### src/rtl/histogram_cdf_builder.sv
// Histogram CDF builder: sweeps scratch bin counts into a saturating
// running sum and writes each CDF value to the equalization LUT.
// Optional CDF_CLEAR_BINS_EN: zero each scratch bin as it is consumed.
module histogram_cdf_builder #(
    parameter int NUM_BINS     = 256,
    parameter int BIN_ADDR_W   = 8,
    parameter int COUNT_W      = 16,
    parameter int CDF_W        = 18,
    parameter int READ_LATENCY = 3
) (
    input  logic                  clock,
    input  logic                  reset,
    input  logic                  start_cdf,
    output logic [BIN_ADDR_W-1:0] scratch_read_address,
    output logic                  scratch_read_enable,
    input  logic [COUNT_W-1:0]    scratch_read_data,
    output logic [BIN_ADDR_W-1:0] scratch_write_address,
    output logic                  scratch_write_enable,
    output logic [COUNT_W-1:0]    scratch_write_data,
    output logic [BIN_ADDR_W-1:0] lut_write_address,
    output logic                  lut_write_enable,
    output logic [CDF_W-1:0]      lut_write_data,
    output logic                  cdf_busy,
    output logic                  cdf_done,
    output logic [CDF_W-1:0]      total_count
);

    localparam int WCNT_W = $clog2(READ_LATENCY + 1);
    localparam logic [WCNT_W-1:0] WAIT_LAST =
        WCNT_W'((READ_LATENCY > 1) ? READ_LATENCY - 2 : 0);
    localparam logic [CDF_W-1:0] ACC_MAX = '1;
    localparam logic [BIN_ADDR_W-1:0] LAST_BIN = BIN_ADDR_W'(NUM_BINS - 1);

    typedef enum logic [2:0] {
        S_IDLE,
        S_ADDR,
        S_WAIT,
        S_CAPTURE,
        S_WRITE,
        S_NEXT,
        S_DONE
    } state_t;

    state_t                state_q, state_d;
    logic [BIN_ADDR_W-1:0] bin_idx_q, bin_idx_d;
    logic [CDF_W-1:0]      acc_q, acc_d;
    logic [CDF_W-1:0]      total_q, total_d;
    logic [WCNT_W-1:0]     wait_cnt_q, wait_cnt_d;
    logic                  rd_en_q, rd_en_d;
    logic                  lut_we_q, lut_we_d;
    logic                  busy_q, busy_d;
    logic                  done_q, done_d;
    logic [CDF_W:0]        sum;

    assign sum = {1'b0, acc_q}
               + {{(CDF_W + 1 - COUNT_W){1'b0}}, scratch_read_data};

    // Next-state, datapath and registered Moore strobes for the sweep.
    always_comb begin
        state_d    = state_q;
        bin_idx_d  = bin_idx_q;
        acc_d      = acc_q;
        total_d    = total_q;
        wait_cnt_d = wait_cnt_q;
        unique case (state_q)
            S_IDLE: begin
                if (start_cdf) begin
                    acc_d     = '0;
                    bin_idx_d = '0;
                    state_d   = S_ADDR;
                end
            end
            S_ADDR: begin
                wait_cnt_d = '0;
                state_d    = (READ_LATENCY == 1) ? S_CAPTURE : S_WAIT;
            end
            S_WAIT: begin
                if (wait_cnt_q == WAIT_LAST) begin
                    state_d = S_CAPTURE;
                end else begin
                    wait_cnt_d = wait_cnt_q + 1'b1;
                end
            end
            S_CAPTURE: begin
                acc_d   = sum[CDF_W] ? ACC_MAX : sum[CDF_W-1:0];
                state_d = S_WRITE;
            end
            S_WRITE: begin
                state_d = S_NEXT;
            end
            S_NEXT: begin
                if (bin_idx_q == LAST_BIN) begin
                    state_d = S_DONE;
                end else begin
                    bin_idx_d = bin_idx_q + 1'b1;
                    state_d   = S_ADDR;
                end
            end
            S_DONE: begin
                total_d = acc_q;
                state_d = S_IDLE;
            end
            default: begin
                state_d = S_IDLE;
            end
        endcase
        rd_en_d  = (state_d == S_ADDR);
        lut_we_d = (state_d == S_WRITE);
        done_d   = (state_d == S_DONE);
        busy_d   = (state_d != S_IDLE) && (state_d != S_DONE);
    end

    // State and output registers with synchronous reset.
    always_ff @(posedge clock) begin
        if (reset) begin
            state_q    <= S_IDLE;
            bin_idx_q  <= '0;
            acc_q      <= '0;
            total_q    <= '0;
            wait_cnt_q <= '0;
            rd_en_q    <= 1'b0;
            lut_we_q   <= 1'b0;
            busy_q     <= 1'b0;
            done_q     <= 1'b0;
        end else begin
            state_q    <= state_d;
            bin_idx_q  <= bin_idx_d;
            acc_q      <= acc_d;
            total_q    <= total_d;
            wait_cnt_q <= wait_cnt_d;
            rd_en_q    <= rd_en_d;
            lut_we_q   <= lut_we_d;
            busy_q     <= busy_d;
            done_q     <= done_d;
        end
    end

    assign scratch_read_address = bin_idx_q;
    assign scratch_read_enable  = rd_en_q;
    assign lut_write_address    = bin_idx_q;
    assign lut_write_enable     = lut_we_q;
    assign lut_write_data       = acc_q;
    assign cdf_busy             = busy_q;
    assign cdf_done             = done_q;
    assign total_count          = total_q;
    assign scratch_write_data   = '0;

`ifdef CDF_CLEAR_BINS_EN
    logic scr_we_q;

    // Clear each scratch bin in the same cycle its CDF value is written.
    always_ff @(posedge clock) begin
        if (reset) begin
            scr_we_q <= 1'b0;
        end else begin
            scr_we_q <= lut_we_d;
        end
    end

    assign scratch_write_enable  = scr_we_q;
    assign scratch_write_address = bin_idx_q;
`else
    assign scratch_write_enable  = 1'b0;
    assign scratch_write_address = '0;
`endif

endmodule

### config.mk
export PLATFORM = sky130hd
export DESIGN_NAME = histogram_cdf_builder
export DESIGN_NICKNAME = d
export VERILOG_FILES = /design/src/rtl/histogram_cdf_builder.sv
export SDC_FILE = /design/constraint.sdc
export NUM_CORES = 1
export LEC_CHECK = 0
export CAP_MARGIN = 20
export CORE_MARGIN = 2
export CORE_UTILIZATION = 30
export CTS_CLUSTER_SIZE = 20
export DETAILED_ROUTE_END_ITERATION = 16
export SETUP_SLACK_MARGIN = 0.3
export SKIP_LAST_GASP = 1
export SYNTH_ARGS = -nofsm -noshare
export SYNTH_HDL_FRONTEND = slang
export SYNTH_SLANG_ARGS = --single-unit
### constraint.sdc
create_clock -name clock -period 3.4 [get_ports clock]
set_input_delay 1.02 -clock clock [delete_from_list [all_inputs] [get_ports clock]]
set_output_delay 1.02 -clock clock [all_outputs]
set_load 0.005 [all_outputs]
==> results.cfg <==
[drt]
wire_per_inst_um = 13.78
ant_nets = 0
vias_per_cell = 4.877
drt_pass1_iterations = 4
vias = 2926
drc = 0
routed_wl_um = 8270
drt_iter0_markers = 104

[logic_synthesis]
syn-cell-area_um2 = 3148
ys_seq_elements = 53
seq_area_frac_synth_pct = 33.70
avgSynthCellArea_um2 = 8.306
yosys_warnings = 0
async_reset_ff_share_pct = 0
synth.most_common_cell = a21oi_1
netlist_instances = 379
synth_edf_count = 0
synth_top_area_share_pct = 33.70
ys_top_cells_by_area = dfxtp_1 (34%), a21oi_1 (8.7%), buf_4 (7.9%)
ys.flop_type = dfxtp_1
synth_common_cells = a21oi_1 (55), dfxtp_1 (53), nand2_1 (51)
ys_types = 54
synth_area_leader_cell = dfxtp_1

[placed_design]
place.gp.congestion = 0.8355
numPortBuffers = 74
dpl-instance-area_um2 = 4020
dp_hpwl_um = 6225
pre_cts_ws_ns = -0.2044

[die]
initial_core_util_pct = 30.63
die_x_um = 106.4
die_h_um = 106.4
core_um2 = 10280
io_pins = 100
num_rows = 37
dieArea_um2 = 11330

[worst_hold_path]
hold_start = total_count[8]$_SDFFE_PP0N_
worstHoldPathType = flop to flop

[clock_network]
postCtsHoldBufs = 0
clkLatencyLatePin_ns = 0.31
clk_path_buf_depth = 2
numCtsBuffers = 5
clk_transition_reported_paths_ns = 0.09
cts_root_buf = clkbuf_8
numClockSinks = 53
htreeDepth = 2
cts_tree = done

[worst_setup_path]
required_ns = 3.63
arrival_ns = 3.28
setup.worst_path.start = scratch_read_data[3]
r2r-start = lut_write_data[0]$_SDFFE_PP0P_
cp-start-kind = input pin
critPathCaptureType = flop
crit_type = input pin to flop
crit_fanout = 4
rrSetupSlack_ns = 1.01

[final_layout]
fin_area_um2 = 4187
n_fill_cell = 1070
drive_above_1_share_pct = 14.01
postLayoutCoreUtil_pct = 40.74
areaGrowthSynthToFinish_pct = 32.99
diodes = 0
finalNetCount = 501

[timing]
slew-limit-headroom_pct = 44.54
min_period_ns = 3.050
finalMaxSlewViolations = 0
post-route-period-util_pct = 89.71
rsz0062_at_grt = false
fmax_ghz = 0.3278
hold_viol = 0
setup_ws_ns = 0.3498
tightest_slew_ns = 0.8296
setup_violations = 0
skew_ns = 0.008476
timing.hold.ws_ns = 0.4631

[global_routing]
grt_pass1_vias = 2855
grt_pass1_wl_um = 13640
antenna_found_initial = 0
overflow = 0
grt_use_total_pct = 14.82
grt_start_max_net_pins = 22

[power_and_ir_drop]
irDropWorstVdd_v = 0.0001880
power_density_nw_per_um2 = 292.3
total_power_mw = 1.224
p_leak_nw = 1.608

[status]
outcome = finished clean

[job]
max-cap-violations = 0
-- registers in the layout, indices dropped and copies added (netlist names) --
register and cells:
cdf_busy 1, cdf_done 1, lut_write_address 8, lut_write_data 18
lut_write_enable 1, scratch_read_enable 1, state_q 3, total_count 18
wait_cnt_q 2
-- placed cells by master, fill, tap and decap left out, types with 8 or more instances in the layout --
| cell type | netlist | final |
|---|---|---|
| ha_1 | 18 | 16 |
| dfxtp_1 | 53 | 53 |
| xor2_1 | 8 | 8 |
| a211oi_2 | 11 | 10 |
| a21o_1 | 9 | 9 |
| nand3_1 | 11 | 11 |
| nand2_1 | 51 | 51 |
| clkdlybuf4s50_1 | 0 | 71 |
| conb_1 | 1 | 25 |
| nor2_1 | 26 | 26 |
| xnor2_1 | 8 | 8 |
| a21oi_1 | 55 | 54 |
| buf_4 | 33 | 26 |
| nor3_1 | 11 | 10 |
| o21ai_0 | 9 | 9 |
-- layer usage --
metal  track usage, %  wire length [µm]
met5                0                 0
met4            3.618                85
met3            2.085               330
met2            25.50              3919
met1            19.56              3935
-- metrics by stage --
stage | TNS [ns] | std cells
4_1_cts | 0 | 598
6_report | 0 | 600
5_1_grt | 0 | 600
2_1_floorplan | 0 | 403
3_3_place_gp | -2.739 | 589
3_5_place_dp | -2.689 | 589
-- logic make-up (layout without fill, tap and decap cells) --
family / after synthesis / in the layout / share of synthesized area [%]
buffers and inverters: 54 / 115 / 10.37
DFF: 53 / 53 / 33.70
xor gates and xnor gates: 16 / 16 / 4.452
muxes: 2 / 2 / 0.6757
other: 1 / 25 / 0.1191
AOI/OAI and AO/OA: 114 / 114 / 25.48
adders and majority gates: 19 / 19 / 7.790
and+or+nand+nor: 120 / 120 / 17.41
-- path summary, 6_finish.rpt --
kind / endpoint / cells past startpoint
worst max-delay path: lut_write_data[13]$_SDFFE_PP0P_ / 9
worst min-delay path: total_count[8]$_SDFFE_PP0N_ / 2
worst min register to register: total_count[8]$_SDFFE_PP0N_ / 2
worst max register to register: lut_write_data[0]$_SDFFE_PP0P_ / 10
-- critical path: stages --
cell             delay (ns)
clkdlybuf4s50_1        0.41
ha_1                   0.33
and3_1                 0.21
a211oi_4               0.30
buf_4                  0.17
o211ai_1               0.17
a221o_1                0.35
xnor2_1                0.14
a211oi_2               0.18
-- area by class of cell --
class                   instances  area (µm²)  share of cell area [%]
repair buffers                101       943.4                   22.53
clock inverters                 2       13.76                  0.3288
multi-input cells             296        1903                   45.46
well taps                     136       170.2                   4.065
clock buffers                   6       72.57                   1.733
inverters                       6       22.52                  0.5380
flip-flops and latches         53        1061                   25.34
-- report_power, final --
part	internal, mW	switching (mW)
combinational	0.0942	0.114
sequential	0.631	0.0144
clock	0.148	0.222
total	0.873	0.351
-- what timing repair did --
action / CTS / global route
hold endpoints to repair: 0 / 0
endpoints found under the setup margin: 15 / 15
buffers inserted: 1 / 2
resized for setup: 7 / 6
pin swaps: 4 / 7
Note: power is estimated with default switching activity, not from simulation.
